===== config.mk =====
export PLATFORM = sky130hd
export DESIGN_NAME = uart_tx_arbiter
export DESIGN_NICKNAME = d
export VERILOG_FILES = /design/src/rtl/uart_pkg.sv /design/src/rtl/uart_tx_arbiter_rr_pick.sv /design/src/rtl/uart_tx_arbiter.sv
export SDC_FILE = /design/constraint.sdc
export NUM_CORES = 1
export LEC_CHECK = 0
export CORE_AREA = 3 3 59 61
export DETAILED_ROUTE_END_ITERATION = 6
export DIE_AREA = 0 0 62 64
export PLACE_DENSITY = 0.69
export SLEW_MARGIN = 25
export SYNTH_ARGS = -nofsm -noshare
export SYNTH_HDL_FRONTEND = slang
export SYNTH_SLANG_ARGS = --single-unit

===== constraint.sdc =====
create_clock -name clock -period 1.95 [get_ports clock]
set_clock_uncertainty 0.15 [all_clocks]
set_input_delay 0.2925 -clock clock [delete_from_list [all_inputs] [get_ports clock]]
set_output_delay 0.2925 -clock clock [all_outputs]
set_load 0.05 [all_outputs]

===== src/rtl/uart_pkg.sv =====
// Shared types and helpers for the UART transmit arbiter.
package uart_pkg;

    typedef enum logic [0:0] {
        ARB  = 1'b0,
        SEND = 1'b1
    } arb_state_t;

    // Index width for a requester count; a single requester still gets one bit.
    function automatic int unsigned req_idx_w(input int unsigned num_req);
        return (num_req > 1) ? $clog2(num_req) : 1;
    endfunction

endpackage


===== src/rtl/uart_tx_arbiter_rr_pick.sv =====
// Combinational round-robin picker: first eligible index at or after ptr, wrapping.
module rr_pick #(
    parameter int unsigned NUM_REQ = 4,
    parameter int unsigned IDX_W   = 2
) (
    input  logic [NUM_REQ-1:0] eligible,
    input  logic [IDX_W-1:0]   ptr,
    output logic [NUM_REQ-1:0] grant,
    output logic [IDX_W-1:0]   idx,
    output logic               any
);

    logic [NUM_REQ-1:0] upper;

    always_comb begin
        upper = '0;
        for (int j = 0; j < NUM_REQ; j++) begin
            upper[j] = eligible[j] && (IDX_W'(j) >= ptr);
        end
    end

    // Lowest eligible index is the wrap fallback; lowest index at/above ptr overrides it.
    always_comb begin
        idx = '0;
        for (int j = NUM_REQ - 1; j >= 0; j--) begin
            if (eligible[j]) begin
                idx = IDX_W'(j);
            end
        end
        for (int j = NUM_REQ - 1; j >= 0; j--) begin
            if (upper[j]) begin
                idx = IDX_W'(j);
            end
        end
        any   = |eligible;
        grant = any ? (NUM_REQ'(1) << idx) : '0;
    end

endmodule


===== src/rtl/uart_tx_arbiter.sv =====
// Round-robin sharing of one UART transmitter among NUM_REQ byte requesters.
// Define UART_ARB_LOCK_EN to hold the grant on one requester until its last byte.
module uart_tx_arbiter
    import uart_pkg::*;
#(
    parameter int unsigned NUM_REQ    = 4,
    parameter int unsigned WORD_WIDTH = 8
) (
    input  logic                            clock,
    input  logic                            rst_n,
    input  logic [NUM_REQ-1:0]              req_valid,
    input  logic [NUM_REQ*WORD_WIDTH-1:0]   req_data,
    input  logic [NUM_REQ-1:0]              req_last,
    output logic [NUM_REQ-1:0]              req_ready,
    output logic                            uart_valid,
    output logic [WORD_WIDTH-1:0]           uart_data,
    input  logic                            uart_ready,
    output logic [req_idx_w(NUM_REQ)-1:0]   grant_id,
    output logic                            busy
);

    localparam int unsigned REQ_IDX_W = req_idx_w(NUM_REQ);

    arb_state_t             state_q;
    arb_state_t             state_d;
    logic [REQ_IDX_W-1:0]   rr_ptr_q;
    logic [WORD_WIDTH-1:0]  hold_data_q;
    logic [REQ_IDX_W-1:0]   grant_id_q;

    logic [NUM_REQ-1:0]     eligible;
    logic [NUM_REQ-1:0]     pick_grant;
    logic [REQ_IDX_W-1:0]   pick_idx;
    logic                   pick_any;
    logic                   capture;
    logic                   ptr_adv;
    logic                   lock_busy;
    logic [WORD_WIDTH-1:0]  sel_data;
    logic [REQ_IDX_W-1:0]   next_ptr;

    rr_pick #(
        .NUM_REQ (NUM_REQ),
        .IDX_W   (REQ_IDX_W)
    ) u_rr_pick (
        .eligible (eligible),
        .ptr      (rr_ptr_q),
        .grant    (pick_grant),
        .idx      (pick_idx),
        .any      (pick_any)
    );

    // Data mux driven by the one-hot grant.
    always_comb begin
        sel_data = '0;
        for (int i = 0; i < NUM_REQ; i++) begin
            if (pick_grant[i]) begin
                sel_data = sel_data | req_data[i*WORD_WIDTH +: WORD_WIDTH];
            end
        end
    end

    assign next_ptr = (pick_idx == REQ_IDX_W'(NUM_REQ - 1)) ? '0 : pick_idx + REQ_IDX_W'(1);

`ifdef UART_ARB_LOCK_EN
    logic                   lock_held_q;
    logic [REQ_IDX_W-1:0]   lock_owner_q;
    logic                   sel_last;

    assign sel_last  = |(req_last & pick_grant);
    assign eligible  = lock_held_q ? (req_valid & (NUM_REQ'(1) << lock_owner_q)) : req_valid;
    // Pointer stays frozen while a message is in progress.
    assign ptr_adv   = capture && (!lock_held_q || sel_last);
    assign lock_busy = lock_held_q;

    always_ff @(posedge clock or negedge rst_n) begin
        if (!rst_n) begin
            lock_held_q  <= 1'b0;
            lock_owner_q <= '0;
        end else if (capture) begin
            lock_held_q  <= !sel_last;
            lock_owner_q <= pick_idx;
        end
    end
`else
    logic unused_last;

    assign unused_last = ^req_last;
    assign eligible    = req_valid;
    assign ptr_adv     = capture;
    assign lock_busy   = 1'b0;
`endif

    // Next-state and grant decode.
    always_comb begin
        state_d   = state_q;
        req_ready = '0;
        capture   = 1'b0;
        unique case (state_q)
            ARB: begin
                if (pick_any) begin
                    capture   = 1'b1;
                    req_ready = pick_grant;
                    state_d   = SEND;
                end
            end
            SEND: begin
                if (uart_ready) begin
                    state_d = ARB;
                end
            end
            default: state_d = ARB;
        endcase
    end

    always_ff @(posedge clock or negedge rst_n) begin
        if (!rst_n) begin
            state_q     <= ARB;
            rr_ptr_q    <= '0;
            hold_data_q <= '0;
            grant_id_q  <= '0;
        end else begin
            state_q <= state_d;
            if (capture) begin
                hold_data_q <= sel_data;
                grant_id_q  <= pick_idx;
            end
            if (ptr_adv) begin
                rr_ptr_q <= next_ptr;
            end
        end
    end

    assign uart_valid = (state_q == SEND);
    assign uart_data  = uart_valid ? hold_data_q : '0;
    assign grant_id   = grant_id_q;
    assign busy       = (state_q != ARB) || lock_busy;

endmodule


==> results.toml, run 1 <==
[clocking]
ctsHoldBuffers = 0
insertion_delay_ns = 0.27
cts_tree = "done"
path_clk_slew_ns = 0.09
cts_buffers = 3
cts_max_level = 1
cts.sinks = 13
cts_root_buffer = "clkbuf_4"
cts_buffer_depth = 2

[routing]
routedWlPerCell_um = 16.1
drc_errors = 0
drt_iter0_drc = 89
vias = 1176
wl_um = 3650
firstDrtPassIters = 7
via_per_inst = 5.18
final_antenna_net_count = 0

[critical_path]
path_delay_family = "simple AND/OR/NAND/NOR gates"
slowest_stage = "dfrtp_1"
cp_num_buf_inv = 1
cp.required_ns = 1.51
arrival_ns = 1.95
endpoint_kind = "output port"
critPathMaxFanout = 4
start_kind = "register"
worstSetupPathType = "reg2out"
path_cells = "nand2b_1 > a21oi_2 > or3_4 > ha_4 > and3_4 > buf_12"
max_stage_delay_ns = 0.45

[synthesis]
yosysUniqueCellTypes = 31
netlist_top_cells_area = "dfrtp_1 (37%), a222oi_1 (6.8%), a21oi_1 (6.2%), a31oi_1 (5.6%), and2_1 (5.6%)"
yosysWarnings = 0
syn_nets = 147
synth_area_um2 = 886
ys_async_sr_fraction = 1.00
synth_compound_area_frac = 0.291
synth_seq_area_share = 0.367
synth-simple-area-share = 0.201
synth_top_area_share = 0.367
synth_top_area_cell = "dfrtp_1"
synthAdderAreaFrac = 0.0565
synth_flop_cell = "dfrtp_1"
synthXorXnorAreaFrac = 0
synth_top_family_by_area = "compound AO/OA/AOI/OAI gates"
synth_cells = 100
synth_area_per_cell_um2 = 8.86
synth_enable_flop_cells = 0
synth.area.mux_share = 0.0240
ys_ff_latch = 13

[power_and_ir_drop]
finalPower_mw = 2.06
vdd_drop_max_mv = 0.511
p_leak_nw = 0.820
cellPowerDensity_nw_per_um2 = 1060

[sta]
worstMarginPinSlew_ns = 0.653
rsz0062_at_grt = "true"
hold_viol_final = 0
period_minus_slack_ns = 2.39
finalCritPeriodShare = 1.22
finalSetupViolCount = 12
slew_viol_final = 0
hold_ws_ns = 0.261
layout_setup_ws_ns = -0.438
max_freq_mhz = 419
relSlewSlack = 0.563

[floorplan]
core_um2 = 3030
rows = 20
start_util = 0.293
dieArea_um2 = 3970
pin_count = 59
die_w_um = 62
fp.dieH_um = 64

[grt]
grt_usage = 0.187
grt_pass1_wl_um = 5550
grt_start_max_net_pins = 17
antenna_found_initial = 0
overflow = 0
grt_pass1_vias = 1201

[place]
io_buffer_count = 54
dpl.hpwl_um = 2630
place_inst = 212
place_congestion = 0.813
dp_slack_ns = -0.736

[cells_and_area]
fin_nets = 231
areaGrowthSynthToFinish_pct = 120
antenna_cells = 0
final_cell_mix = "clkdlybuf4s50_1 (34), buf_4 (34), dfrtp_1 (13)"
finalNonFillerCells = 227
drive_gt1_frac = 0.399
fin_util = 0.643

[min_path]
min_path_type = "in2async"

[status]
outcome = "complete, but fails checks"
violations = "setup timing"

[flow_run]
maxCapViolCount = 0
-- registers in the layout, indices dropped and copies added (netlist names) --
name,cells
hold_data_q,8
rr_ptr_q,2
busy,1
grant_id,2
-- layout make-up --
| cell class | count | area [um2] |
|---|---|---|
| Fill cell | 236 | 1080 |
| Tap cell | 44 | 55.1 |
| Multi-Input combinational cell | 76 | 624 |
| Sequential cell | 13 | 325 |
| Inverter | 3 | 11.3 |
| Timing Repair Buffer | 87 | 905 |
| Clock buffer | 4 | 26.3 |
-- final timing paths --
path / end / slack [ns] / cells after the start / startpoint
min reg2reg: grant_id[0]$_DFFE_PN0P_ / 0.39 / 2 / grant_id[0]$_DFFE_PN0P_
max: req_ready[0] / -0.44 / 6 / rr_ptr_q[1]$_DFFE_PN0P_
min in group clock: grant_id[0]$_DFFE_PN0P_ / 0.39 / 2 / grant_id[0]$_DFFE_PN0P_
max reg2reg: hold_data_q[6]$_DFFE_PN0P_ / -0.31 / 7 / rr_ptr_q[1]$_DFFE_PN0P_
max in group asynchronous: rr_ptr_q[1]$_DFFE_PN0P_ / 0.97 / 1 / rst_n
min: hold_data_q[6]$_DFFE_PN0P_ / 0.26 / 1 / rst_n
-- metrics by stage --
| stage | area [um2] | setup TNS (ns) |
|---|---|---|
| 4_1_cts | 1930 | -2.99 |
| 2_1_floorplan | 906 | -0.685 |
| 3_5_place_dp | 1730 | -9.57 |
| 3_3_place_gp | 1730 | -8.64 |
| 6_report | 1950 | -3.83 |
| 5_1_grt | 1950 | -4.66 |
-- routing by layer --
layer  up-vias  share of wire  global-route usage
met5         -              0                   0
met4         0          0.037              0.0849
met3        12          0.047              0.0182
met2        45           0.53               0.326
met1       571           0.38               0.218
li1        548              -                   -
-- kinds of logic (layout without fill, tap and decap cells) --
logic type      Yosys count  after routing
mux                       2              2
simple gates             33             33
buf+inv                  11             94
fa+ha+maj                 4              4
flops                    13             13
compound gates           37             37
-- timing repair --
item,CTS,global route
setup buffers,10,1
endpoints found under the setup margin,16,14
pin swaps,12,1
resized for setup,26,4
-- power by group --
part / total, mW / leakage [nW] / internal (mW) / switching [mW]
sequential: 0.426 / 0.148 / 0.365 / 0.0613
combinational: 1.46 / 0.657 / 0.735 / 0.721
clock: 0.177 / 0.0150 / 0.0791 / 0.0983
total: 2.06 / 0.820 / 1.18 / 0.881
-- cells in the mapped netlist (all sizes together), types with 3 or more instances --
master and number:
nand2 8, inv 3, buf 6, and3 4
nor2 5, dfrtp 13, ha 4, and2 8
a31oi 8, a21oi 11, a222oi 6, o21ai 3
a22oi 4
Power figures use the tool's default switching activity.
==> inputs of run 2 (changes only) <==
- CTS_CLUSTER_SIZE: unset -> 20
- HOLD_SLACK_MARGIN: unset -> 0.08
==> results of run 2 <==
No change in the layout: final DEF, timing and power equal those of run 1.
